<file path="src/rtl/data_ram_arbiter.sv">
// data_ram_arbiter: shares one data_ram between port 0 (CPU load/store) and
// port 1 (debug/loader master). Each access runs IDLE -> ACCESS -> ACK, so one
// request is served at most every 3 cycles and ack is a single-cycle pulse.
// Read data is registered toward the masters.
// Build option: define ARB_ROUND_ROBIN_EN for round-robin arbitration on ties;
// leave it undefined for fixed priority (port 0 wins every tie).
module data_ram_arbiter #(
  parameter int ADDR_W = 32,
  parameter int DATA_W = 32,
  parameter int SEL_W  = 4
) (
  input  logic              clk,
  input  logic              rst,
  input  logic              m0_req,
  input  logic              m0_we,
  input  logic [ADDR_W-1:0] m0_addr,
  input  logic [SEL_W-1:0]  m0_sel,
  input  logic [DATA_W-1:0] m0_wdata,
  output logic              m0_ack,
  output logic [DATA_W-1:0] m0_rdata,
  input  logic              m1_req,
  input  logic              m1_we,
  input  logic [ADDR_W-1:0] m1_addr,
  input  logic [SEL_W-1:0]  m1_sel,
  input  logic [DATA_W-1:0] m1_wdata,
  output logic              m1_ack,
  output logic [DATA_W-1:0] m1_rdata,
  output logic              ram_ce,
  output logic              ram_we,
  output logic [ADDR_W-1:0] ram_addr,
  output logic [SEL_W-1:0]  ram_sel,
  output logic [DATA_W-1:0] ram_wdata,
  input  logic [DATA_W-1:0] ram_rdata
);

`ifdef ARB_ROUND_ROBIN_EN
  localparam bit RR_EN = 1'b1;
`else
  localparam bit RR_EN = 1'b0;
`endif

  typedef enum logic [1:0] {IDLE, ACCESS, ACK} state_t;

  state_t              state, state_nxt;
  logic                take;        // IDLE with a request: latch winner this edge
  logic                grant_nxt;   // winning port if a grant happens now
  logic                gnt;         // port owning the current access
  logic                last_grant;  // port granted most recently
  logic                pay_we;
  logic [ADDR_W-1:0]   pay_addr;
  logic [SEL_W-1:0]    pay_sel;
  logic [DATA_W-1:0]   pay_wdata;

  // Arbitration: a lone requester always wins; on a tie round-robin picks the
  // port that was not granted last, fixed priority picks port 0.
  always_comb begin
    grant_nxt = ~m0_req;
    if (RR_EN && m0_req && m1_req) begin
      grant_nxt = ~last_grant;
    end
  end

  // State register.
  always_ff @(posedge clk) begin
    if (rst) begin
      state <= IDLE;
    end else begin
      state <= state_nxt;
    end
  end

  // Next state and outputs: RAM is driven only in ACCESS, ack only in ACK.
  always_comb begin
    state_nxt = state;
    take      = 1'b0;
    ram_ce    = 1'b0;
    ram_we    = 1'b0;
    ram_addr  = '0;
    ram_sel   = '0;
    ram_wdata = '0;
    m0_ack    = 1'b0;
    m1_ack    = 1'b0;
    case (state)
      IDLE: begin
        if (m0_req || m1_req) begin
          take      = 1'b1;
          state_nxt = ACCESS;
        end
      end
      ACCESS: begin
        ram_ce    = 1'b1;
        ram_we    = pay_we;
        ram_addr  = pay_addr;
        ram_sel   = pay_sel;
        ram_wdata = pay_wdata;
        state_nxt = ACK;
      end
      ACK: begin
        m0_ack    = ~gnt;
        m1_ack    = gnt;
        state_nxt = IDLE;
      end
      default: state_nxt = IDLE;
    endcase
  end

  // Grant/payload capture at the IDLE edge and read-data capture at the end
  // of ACCESS; later master changes cannot disturb an access in flight.
  always_ff @(posedge clk) begin
    if (rst) begin
      gnt        <= 1'b0;
      last_grant <= 1'b1;
      pay_we     <= 1'b0;
      pay_addr   <= '0;
      pay_sel    <= '0;
      pay_wdata  <= '0;
      m0_rdata   <= '0;
      m1_rdata   <= '0;
    end else begin
      if (take) begin
        gnt        <= grant_nxt;
        last_grant <= grant_nxt;
        pay_we     <= grant_nxt ? m1_we    : m0_we;
        pay_addr   <= grant_nxt ? m1_addr  : m0_addr;
        pay_sel    <= grant_nxt ? m1_sel   : m0_sel;
        pay_wdata  <= grant_nxt ? m1_wdata : m0_wdata;
      end
      if (state == ACCESS && !pay_we) begin
        if (gnt) begin
          m1_rdata <= ram_rdata;
        end else begin
          m0_rdata <= ram_rdata;
        end
      end
    end
  end

endmodule

</file>
<file path="config.mk">
export PLATFORM = sky130hd
export DESIGN_NAME = data_ram_arbiter
export DESIGN_NICKNAME = d
export VERILOG_FILES = /design/src/rtl/data_ram_arbiter.sv
export SDC_FILE = /design/constraint.sdc
export NUM_CORES = 1
export LEC_CHECK = 0
export ABC_AREA = 1
export CAP_MARGIN = 20
export CORE_MARGIN = 8
export CORE_UTILIZATION = 30
export DETAILED_ROUTE_END_ITERATION = 6
export GPL_ROUTABILITY_DRIVEN = 1
export GPL_TIMING_DRIVEN = 0
export SYNTH_ARGS = -nofsm -noshare
export SYNTH_HDL_FRONTEND = slang
export SYNTH_SLANG_ARGS = --single-unit
</file>
<file path="constraint.sdc">
create_clock -name clk -period 1.4 [get_ports clk]
set_input_delay 0.28 -clock clk [delete_from_list [all_inputs] [get_ports clk]]
set_output_delay 0.28 -clock clk [all_outputs]
set_load 0.05 [all_outputs]
</file>
Yosys cells after proc, flatten, opt, wreduce, memory -nomap -nowiden

Cells that the tools add are included.

Flip-flop bits (word level): 136
Input port bits: 174
Output and inout port bits: 136
Word-level logic and storage cells: 34

Equal/unequal tests: 3
Multiplexer cells: 15
Bitwise logic cells: 2
Reductions and logical operators: 6

Operators by type and width:

| kind                                                                  | number |
|---|---|
| 32-bit two-way mux                                                    | 4 |
| 4-bit two-way mux                                                     | 2 |
| 1-bit two-way mux                                                     | 7 |
| 2-bit one-hot mux with 2 select lines                                 | 1 |
| 2-bit AND reduction                                                   | 2 |
| 2-bit by 1-bit equality test with 1-bit output, second input constant | 1 |
| 2-bit equality test, second input constant                            | 1 |
| 2-bit zero test                                                       | 1 |
| 2-bit two-way mux                                                     | 1 |
| 2-bit inequality test, second input constant                          | 1 |
| 1-bit inverter                                                        | 2 |
| 1-bit logical AND                                                     | 1 |
| 1-bit zero test                                                       | 1 |
| 1-bit logical OR                                                      | 1 |

Logic depth before layout (Yosys ltp)

Depth in word-level cells: 3
Mapped depth: 8
Depth with buffers taken out: 6

Worst setup path before layout

No wires, ideal clock.

Path kind: register -> output
Start point: reg gnt
End point: out m1_ack
Arrival time: 1.783 ns
Data required time: 1.120 ns
Slack: -0.663 ns
Cell stages (with the launch flop): 5
Buffers on the path: 2
Path through: dfxtp_1 -> buf_2 -> inv_2 -> buf_2 -> nor3_1

Cells in the longest elaborated chain, start to end: 1

RTL lines:

| what                   | RTL line | source |
|---|---|---|
| from (decl)            | 47       | `logic gnt;` |
| from (signal assigned) | 121      | `gnt <= grant_nxt;` |
| 1-bit two-way mux      | 83       | `case (state)` |
| to (decl)              | 26       | `output logic m1_ack,` |

Every way passes these cells.

Final worst setup path

Start point: reg state[0]
End point: out ram_sel[2]

Cells in the longest elaborated chain, start to end: 2

RTL lines:

| what                                           | RTL line | source |
|---|---|---|
| from (decl)                                    | 44       | `state_t state, state_nxt;` |
| from (signal assigned)                         | 68       | `state <= state_nxt;` |
| 2-bit by 1-bit equality test with 1-bit output | 83       |  |
| 4-bit two-way mux                              | 83       |  |
| to (decl)                                      | 31       | `output logic [SEL_W-1:0] ram_sel,` |

Every way passes these cells.

==> results.cfg <==
[layout]
drive_above_1_share_pct = 24.0
n_antenna_cell = 0
fill_cells = 2186
area_growth_pct = 79.6
stdcell_count = 1724
final_common_cell = nand2_1
nets = 1606
fin_util_pct = 54.6
mostFrequentLayoutCells = nand2_1, nor2_1, clkdlybuf4s50_1, dfxtp_1, inv_1

[setup_path]
critPathSlowestCell = dfxtp_4
crit_family = buffers and inverters
crit_chain = inv_4 > nor2_4 > buf_12 > inv_16 > clkbuf_16 > nor2_4 > buf_8
slowest_delay_ns = 0.36
cp_common_cell = nor2_4
crit_path_max_fanout = 8
crit_path_start_kind = flip-flop
cp-end-kind = output pin
worst-path-buf-inv = 5
arrival_ns = 1.63
critPathKind = reg -> out
worstPathRequired_ns = 1.12

[job]
drv_cap = 0

[routing]
vias = 7597
ant_nets = 0
post-route-drc-count = 0
drt_wl_total_um = 27300
avgViaCountPerCell = 4.41
drt-pass1-iter-count = 4
initialDrtViolationCount = 227
wl_per_cell_um = 15.8

[timing]
worst_pin_slew_ns = 0.497
fmax_mhz = 525
rsz0062_at_grt = yes
relSlewSlack_pct = 66.9
period_share_pct = 136
setup_viol = 117
min_period_ns = 1.91
skew_ns = 0.0114
drv_slew = 0
hold_violations = 0
setup_ws_ns = -0.505

[power_and_ir_drop]
p_switching_w = 0.00439
p_clk_share_pct = 35.7
ir_worst_vdd_uv = 773
power_density_mw_per_mm2 = 1120
finalPower_w = 0.0133
p_int_w = 0.00893
p_leak_nw = 5.43
netSwitchingFraction_pct = 32.9
p_seq_share_pct = 33.2
comb_power_share_pct = 31.1

[global_routing]
globalRouteTotalUtil_pct = 19.6
grt_start_max_net_pins = 17
grt_pass1_vias = 7592
gr-total-overflow = 0
grt_pass1_wl_um = 41400
antenna_found_initial = 1

[clock_tree]
clk_latency_ns = 0.42
htreeDepth = 4
ctsHoldBuffers = 0
clk_pin_slew_ns = 0.05
cts.sinks = 136
cts_max_path_buffers = 2
numCtsBuffers = 17
cts_tree = built
root_buffer = clkbuf_16

[logic_synthesis]
synth_cell_types = 16
syn-instance-count = 1075
ys_seq_elements = 136
netlist_area_sq_mm = 0.00662
syn_avg_cell_area_sq_um = 6.16
syn_nets = 1249
yosysSeqAreaShare_pct = 41.1
ys_warn_count = 0

[placement]
portBuffers = 308
placed_cells = 1663
dp_slack_ns = -1.07
gp_congestion = 0.805
hpwl_um = 20900

[die]
ios = 310
core-area_sq_mm = 0.0218
fp-row-count = 54
start_util_pct = 30.4
die-area_sq_mm = 0.0271
die_y_um = 165
fp.dieW_um = 165

[status]
failed_checks = negative setup slack
status = finished, violations left

[worst_hold_path]
hp-class = reg -> reg
==> tightest hold or removal path, stage by stage, from the launching register on <==
cell and delay [ns]:
dfxtp_1 0.32, nor2_1 0.05, nor2_1 0.08
==> timing repair <==
item | 4_1_cts | 5_1_grt
gates cloned | 6 | 7
gates resized for setup | 801 | 229
setup endpoints to repair | 174 | 251
pin swaps | 1 | 10
setup buffers | 5 | 14
hold endpoints to repair | 0 | 0
==> state kept, by name, summed over array words and instances (netlist names) <==
name,cells
pay_sel,4
m0_rdata,32
pay_wdata,32
m1_rdata,32
state,2
pay_we,1
gnt,1
pay_addr,32
==> stage by stage <==
step / hold WS (ns) / area [sq um] / TNS [ns]
floorplan: 0.345 / 6650 / -27.06
global placement: 0.460 / 10100 / -114.94
detailed placement: 0.470 / 10100 / -118.97
CTS: 0.439 / 11600 / -61.09
global route: 0.501 / 11900 / -61.18
finish: 0.477 / 11900 / -51.04
==> synth_stat cells <==
cell type,count,share of area [%]
nor2_1,341,19
nand2_1,272,15
dfxtp_1,136,41
inv_1,105,6.0
o21ai_0,70,5.3
nand4_1,64,6.0
buf_2,38,2.9
buf_4,17,1.9
clkbuf_1,15,0.85
buf_1,6,0.34
inv_2,4,0.23
nor2_2,2,0.19
nor3_1,2,0.15
clkbuf_2,1,0.076
nand2_2,1,0.095
nand3_1,1,0.076
==> final cells by class <==
class / instances / area [sq um] / area share [%]
clock buffer: 19 / 443 / 3.73
timing repair inverter: 1 / 16.3 / 0.137
timing repair buffer: 337 / 3440 / 29.0
inverter: 109 / 437 / 3.67
clock inverter: 12 / 176 / 1.48
buffer: 76 / 636 / 5.35
multi-input combinational: 754 / 3660 / 30.8
sequential: 136 / 2730 / 23.0
tap: 280 / 350 / 2.95
==> cell families (layout without fill, tap and decap cells) <==
group | after synthesis | in the layout | synth area share, %
AND/OR/NAND/NOR | 683 | 684 | 41.3
buffers and inverters | 186 | 554 | 12.2
flip-flops | 136 | 136 | 41.1
AO/OA/AOI/OAI | 70 | 70 | 5.29
==> path summary, 6_finish.rpt <==
| path | depth (start not counted) | endpoint | slack [ns] | start |
|---|---|---|---|---|
| max | 7 | ram_sel[2] | -0.51 | state[0] |
| min | 2 | pay_addr[21] | 0.48 | pay_addr[21] |
| max reg2reg | 15 | m1_rdata[11] | -0.48 | state[0] |
| min reg2reg | 2 | pay_addr[21] | 0.48 | pay_addr[21] |
==> power by group through the flow <==
stage,Combinational [W],Clock (W),Sequential [W]
finish,0.00415,0.00475,0.00442
global route,0.00449,0.00501,0.00447
CTS,0.00394,0.00483,0.00442
detailed placement,0.00344,0,0.00451
global placement,0.00342,0,0.00449
floorplan,0.00162,0,0.00492
==> metal layers <==
metal / vias to the layer above / track usage [%] / routed length, um
li1: 4010 / - / -
met1: 3322 / 21.7 / 10700
met2: 239 / 34.0 / 13500
met3: 24 / 8.65 / 2580
met4: 2 / 4.67 / 426
met5: - / 0 / 13
(Power assumes the default switching activity.)
